$ cat config.mk
export PLATFORM = sky130hd
export DESIGN_NAME = simple_cnn
export DESIGN_NICKNAME = d
export VERILOG_FILES = /design/src/rtl/simple_cnn.sv
export SDC_FILE = /design/constraint.sdc
export NUM_CORES = 1
export LEC_CHECK = 0
export CAP_MARGIN = 20
export CORE_UTILIZATION = 50
export DETAILED_ROUTE_END_ITERATION = 16
export GPL_TIMING_DRIVEN = 0
export HOLD_SLACK_MARGIN = 0.12
export PLACE_DENSITY = 0.67
export SYNTH_ARGS = -nofsm -noshare
export SYNTH_HDL_FRONTEND = slang
export SYNTH_SLANG_ARGS = --single-unit
$ cat constraint.sdc
create_clock -name CLK -period 32.2 [get_ports CLK]
set_input_delay 4.83 -clock CLK [delete_from_list [all_inputs] [get_ports CLK]]
set_output_delay 4.83 -clock CLK [all_outputs]
set_load 0.005 [all_outputs]
$ cat src/rtl/simple_cnn.sv
// simple_cnn: 5x5 image, 3x3 valid convolution with a selectable kernel, ReLU,
// then a sequential arg-max/arg-min over the 9 features, one feature per cycle.
module simple_cnn #(
  parameter int PIX_W = 8,
  parameter int IMG_N = 5,
  parameter int K_N = 3
) (
  input  logic                             CLK,
  input  logic                             nRST,
  input  logic                             START,
  input  logic                             X,
  input  logic                             Y,
  input  logic [PIX_W*IMG_N*IMG_N-1:0]     IMGIN,
  output logic                             DONE,
  output logic [3:0]                       OUT
);
  localparam logic [1:0] IDLE = 2'd0, CONV = 2'd1, FIN = 2'd2;
  logic [1:0] state, row, col;
  logic [PIX_W*IMG_N*IMG_N-1:0] img;
  logic xs, ys, better;
  logic [3:0] idx, best_idx;
  logic signed [12:0] best, f, g, p, w;
  // Window origin from idx, then one full 3x3 dot product per cycle.
  always_comb begin
    row = idx >= 4'd6 ? 2'd2 : idx >= 4'd3 ? 2'd1 : 2'd0;
    col = 2'(idx - 4'(row) * 4'd3);
    f = '0;
    p = '0;
    w = '0;
    for (int a = 0; a < K_N; a++)
      for (int b = 0; b < K_N; b++) begin
        p = 13'(img[PIX_W*(IMG_N*(int'(row)+a)+int'(col)+b) +: PIX_W]);
        w = xs ? 13'sd1 : (a == 1 && b == 1) ? 13'sd4 : ((a + b) % 2 == 1) ? -13'sd1 : 13'sd0;
        f = f + w * p;
      end
    g = f < 0 ? '0 : f;
    better = idx == 4'd0 || (ys ? g < best : g > best);
  end
  always_ff @(posedge CLK or posedge nRST)
    if (nRST) begin
      state <= IDLE;
      img <= '0;
      xs <= 1'b0;
      ys <= 1'b0;
      idx <= '0;
      best <= '0;
      best_idx <= '0;
      DONE <= 1'b0;
      OUT <= '0;
    end else if (state == IDLE) begin
      if (START) begin
        img <= IMGIN;
        xs <= X;
        ys <= Y;
        idx <= '0;
        best <= '0;
        best_idx <= '0;
        state <= CONV;
      end
    end else if (state == CONV) begin
      best <= better ? g : best;
      best_idx <= better ? idx : best_idx;
      idx <= idx == 4'd8 ? 4'd0 : idx + 4'd1;
      if (idx == 4'd8) begin
        OUT <= better ? idx : best_idx;
        DONE <= 1'b1;
        state <= FIN;
      end
    end else begin
      DONE <= 1'b0;
      state <= IDLE;
    end
endmodule

==> results of run 1 <==
==> cell usage in the layout, fill, tap and decap left out, types with 8 or more instances in the layout <==
master | netlist | final
or2_2 | 8 | 8
nand2b_1 | 25 | 25
o21ai_1 | 11 | 11
mux2_2 | 255 | 255
buf_1 | 15 | 15
clkdlybuf4s50_1 | 0 | 209
clkbuf_1 | 83 | 87
nor2_1 | 144 | 144
fa_1 | 182 | 182
buf_2 | 42 | 43
xor2_1 | 10 | 10
conb_1 | 2 | 11
nand2_1 | 170 | 170
a211oi_1 | 30 | 30
a31oi_1 | 18 | 18
inv_1 | 326 | 325
clkbuf_16 | 0 | 24
a21oi_1 | 103 | 103
nand3_1 | 34 | 34
and2_1 | 13 | 13
mux4_2 | 179 | 179
buf_6 | 9 | 15
nor2b_1 | 25 | 25
ha_1 | 149 | 149
or2_1 | 12 | 12
dfrtp_1 | 229 | 229
o22ai_1 | 25 | 25
mux2i_1 | 135 | 134
o21ai_0 | 69 | 69
a311oi_1 | 15 | 15
buf_4 | 22 | 30
xnor2_1 | 27 | 27
nor3_1 | 19 | 19
o211ai_1 | 42 | 42
==> how the worst max path moves through the flow <==
stage | start | slack, ps | endpoint
after detailed placement | idx[0] | 14810 | best[3]
after floorplan | idx[0] | 18540 | best_idx[0]
after CTS | idx[0] | 14680 | best_idx[0]
after global routing | idx[0] | 13630 | best_idx[0]
final | idx[0] | 14340 | best_idx[0]
after global placement | idx[0] | 15190 | best[7]
==> routing by layer <==
metal	global-route usage, %	wire length [um]	share of wire, %
met5	0	50	0.037
met4	33.0	11600	8.7
met3	16.5	15900	12
met1	59.6	48600	36
met2	73.7	57700	43
==> layout make-up <==
cell class	count	area (um2)	share of cell area, %
clock buffer	35	712	2.30
sequential	229	5730	18.5
buffer	171	845	2.72
clock inverter	8	98.8	0.319
tap	688	861	2.78
timing repair buffer	227	2280	7.36
inverter	329	1240	4.01
multi-input combinational	1849	19200	62.0
==> cells by family after synthesis <==
logic type | Yosys count | share of synthesized area [%]
fa+ha+maj | 331 | 20.4
buf+inv | 500 | 7.70
simple gates | 484 | 8.24
compound gates | 409 | 10.1
flops | 229 | 21.2
mux | 569 | 30.6
xor+xnor | 45 | 1.72
other cells | 2 | 0.0278
==> cells in the mapped netlist (8+ instances only) <==
cell type / n / area [um2]
inv_1: 326 / 1220
mux2_2: 255 / 2870
dfrtp_1: 229 / 5730
fa_1: 182 / 3640
mux4_2: 179 / 4030
nand2_1: 170 / 638
ha_1: 149 / 1860
nor2_1: 144 / 541
mux2i_1: 135 / 1350
a21oi_1: 103 / 515
clkbuf_1: 83 / 312
o21ai_0: 69 / 345
buf_2: 42 / 210
o211ai_1: 42 / 315
nand3_1: 34 / 170
a211oi_1: 30 / 225
xnor2_1: 27 / 236
nand2b_1: 25 / 156
nor2b_1: 25 / 156
o22ai_1: 25 / 156
buf_4: 22 / 165
nor3_1: 19 / 95.1
a31oi_1: 18 / 113
a311oi_1: 15 / 131
buf_1: 15 / 56.3
and2_1: 13 / 81.3
or2_1: 12 / 75.1
o21ai_1: 11 / 55.1
xor2_1: 10 / 87.6
buf_6: 9 / 101
or2_2: 8 / 50.1
==> sequential cells by signal (all words and copies together), names as in the netlist <==
signal    count
img         200
best         12
OUT           4
best_idx      4
idx           4
state         2
DONE          1
xs            1
ys            1
==> stage by stage <==
| step | instances | util (%) | hold WS (ps) | worst slack [ps] | instance area (um2) |
|---|---|---|---|---|---|
| after floorplan | 2578 | - | 456 | 18540 | 27000 |
| after global placement | 3475 | 56.6 | 471 | 15190 | 30000 |
| after detailed placement | 3491 | 56.9 | 478 | 14810 | 30200 |
| after CTS | 3534 | 58.5 | 499 | 14680 | 31000 |
| after global routing | 3536 | 58.5 | 505 | 13630 | 31000 |
| final | 3536 | 58.5 | 497 | 14340 | 31000 |
==> impl_metrics.yaml, run 1 <==
floorplan:
  die_x_um: 234
  num_rows: 84
  dieArea_um2: 54900
  core_area_um2: 53000
  die_h_um: 234
  initial_core_util_pct: 51.0
  io_pins: 210
critical_path:
  r2r-start: "idx[0]"
  cp.arrival_ps: 18380
  r2r_cells: 57
  critical_path.slowest_cell: "a31oi_1"
  crit_family: "adder cells"
  worst_ep_required_time_ps: 32720
  start_kind: "flip-flop"
  critical_path_class: "flip-flop to flip-flop"
  critPathMaxFanout: 10
  cp_num_cells: 57
  cpMostUsedCell: "fa_1"
  r2r_end: "best_idx[0]"
  ff2ff_setup_slack_ps: 14340
  endpoint_kind: "flip-flop"
  worst-path-buf-inv: 14
  slowest_delay_ps: 870
yosys:
  synthFlopType: "dfrtp_1"
  avgSynthCellArea_um2: 10.5
  ys_warn_count: 0
  synth_cell_types: 86
  syn_area_um2: 27000
  postSynth.asyncResetShare_pct: 100
  ys_seq_area_share_pct: 21.2
  synth-edff-count: 0
  synth-seq-cells: 229
  netlist_instances: 2569
job:
  drv_cap: 0
detailed_routing:
  drc_errors: 0
  routed_wl_mm: 134
  ant_nets: 0
  vias_per_cell: 6.90
  routedWlPerCell_um: 37.8
  drtIter0Drc: 3311
  vias: 24400
  first_pass_iters: 8
global_route:
  first_global_vias: 24500
  track_usage_pct: 49.0
  grt_max_degree: 138
  grt_remaining_overflow: 0
  grt_pass1_wl_mm: 184
  antenna_found_initial: 6
clocking:
  cts-hold-fix-buffers: 0
  numCtsBuffers: 24
  post_cts_resized: 0
  h-tree-depth: 1
  cts_sinks: 229
  clock-root-buffer: "clkbuf_16"
  cts_tree: "done"
  clkTransAtPathRegs_ps: 70
  cts_setup_buffers: 0
  clockBufferDepth: 3
  clkLatencyLatePin_ps: 580
finish:
  n_antenna_cell: 0
  final_nets: 3367
  fillers: 4305
  area_growth_pct: 14.8
  drive_gt1_share_pct: 21.2
sta:
  maxSlewViolCount: 0
  finClkSkew_ps: 17.5
  hold_violations: 0
  max_slew_margin_pct: 11.1
  fmax_mhz: 56.0
  worst_slew_pin_slew_ps: 1300
  setup_tns_ps: 0
  period_share_pct: 55.5
  setup-violations-final: 0
  finalCriticalPeriod_ps: 17860
  rsz0062_at_grt: "no"
placement:
  gp_congestion: 1.14
  dp_hpwl_mm: 108
  io_buffer_count: 209
worst_hold_path:
  worstHoldEndpoint: "best[11]"
  min_path_cells: 1
  worstHoldStart: "best[11]"
  hold_path_class: "flip-flop to flip-flop"
outcome:
  status: "completed"
Power of run 1 is not shown: default switching activity piles up to over one toggle a cycle in this logic, so the estimate is an artifact.
==> run 2: changes to the inputs <==
- clock period: 32.2 -> 18.35 ns (I/O delays scaled with it)
==> impl_metrics.yaml, run 2 (synthesis gave the netlist of run 1 again) <==
outcome:
  status: "completed"
floorplan:
  die_h_um: 234
  num_rows: 84
  die_x_um: 234
  io_pins: 210
  initial_core_util_pct: 51.0
  dieArea_um2: 54900
  core_area_um2: 53000
placement:
  io_buffer_count: 209
  gp_congestion: 1.14
  dp_hpwl_mm: 108
finish:
  final_common_cell: "inv_1"
  final_cell_mix: "inv_1 (325), mux2_2 (255), dfrtp_1 (229)"
  largest_reg_flops: 200
  final_nets: 3367
  area_growth_pct: 15.0
  top_regs: "img x200, best x12"
  post-route-util_pct: 58.6
  drive_gt1_share_pct: 21.3
  top_register: "img"
detailed_routing:
  routedWlPerCell_um: 37.8
  drtIter0Drc: 3145
  vias_per_cell: 6.93
  vias: 24600
  routed_wl_mm: 134
  ant_nets: 0
  first_pass_iters: 7
  drc_errors: 0
clocking:
  clockBufferDepth: 3
  h-tree-depth: 1
  numCtsBuffers: 24
  cts_tree: "done"
  clock-root-buffer: "clkbuf_16"
  post_cts_resized: 0
  clkTransAtPathRegs_ps: 70
  cts_setup_buffers: 0
  clkLatencyLatePin_ps: 580
  cts_sinks: 229
  cts-hold-fix-buffers: 0
sta:
  rsz0062_at_grt: "no"
  finalCriticalPeriod_ps: 17770
  hold_violations: 0
  setup_tns_ps: 0
  fmax_mhz: 56.3
  max_slew_margin_pct: 11.4
  setup-violations-final: 0
  period_share_pct: 96.8
  finClkSkew_ps: 15.8
  maxSlewViolCount: 0
  worst_slew_pin_slew_ps: 1290
critical_path:
  start_kind: "flip-flop"
  r2r_cells: 58
  slowest_delay_ps: 870
  critical_path.slowest_cell: "a41oi_1"
  cp.arrival_ps: 18270
  worst_ep_required_time_ps: 18840
  endpoint_kind: "flip-flop"
  critical_path_class: "flip-flop to flip-flop"
  cpMostUsedCell: "fa_1"
  critPathMaxFanout: 10
global_route:
  grt_max_degree: 138
  grt_remaining_overflow: 0
  first_global_vias: 24500
  track_usage_pct: 49.0
  grt_pass1_wl_mm: 184
  antenna_found_initial: 7
worst_hold_path:
  hold_path_class: "flip-flop to flip-flop"
  min_path_cells: 1
job:
  drv_cap: 0
## run 2: cell types whose count changed in the layout (fill, tap and decap cells not counted), sizes merged
cell / previous run / this run
diode: 0 / 10
## run 2: routing by layer
metal	up-vias	share of wire (%)	global-route usage (%)
met4	8	8.5	33.0
met5	-	0.043	0
met3	536	12	16.5
met1	12500	36	59.6
met2	1851	43	73.7
li1	9658	-	-
## run 2: cell type report
cell class                      instances  area, um2
Timing Repair Buffer                  227       2280
Inverter                              329       1240
Clock buffer                           35        712
Multi-Input combinational cell       1849      19200
Tap cell                              688        861
Sequential cell                       229       5730
Buffer                                171        845
Fill cell                            4293      21900
Antenna cell                           10       25.0
Clock inverter                          8       98.8
## run 2: final timing paths
kind	from	end	slack [ps]
max	idx[0]	best[7]	580
min	best[11]	best[11]	500
max reg2reg	idx[0]	best[7]	580
min reg2reg	best[11]	best[11]	500
max in group asynchronous	nRST	img[182]	14500
min in group asynchronous	nRST	img[108]	2680
## run 2: critical path: cells and delay by family (launching register included)
family,cells,cell delay [ps]
buffers and inverters,15,2610
AO/OA/AOI/OAI,11,2990
AND/OR/NAND/NOR,10,2990
adder cells (fa/ha/maj),17,7010
multiplexers,1,200
flip-flops,1,520
XOR/XNOR,4,1290
## run 2: metrics by stage
stage | instances | setup WS (ps) | hold slack (ps) | instance area, um2
2_1_floorplan | 2578 | 4690 | 456 | 27000
3_3_place_gp | 3475 | 1340 | 471 | 30000
3_5_place_dp | 3491 | 959 | 478 | 30200
4_1_cts | 3534 | 834 | 499 | 31000
5_1_grt | 3536 | 26.2 | 505 | 31000
6_report | 3546 | 578 | 497 | 31000
Power of run 2 is left out for the same reason.
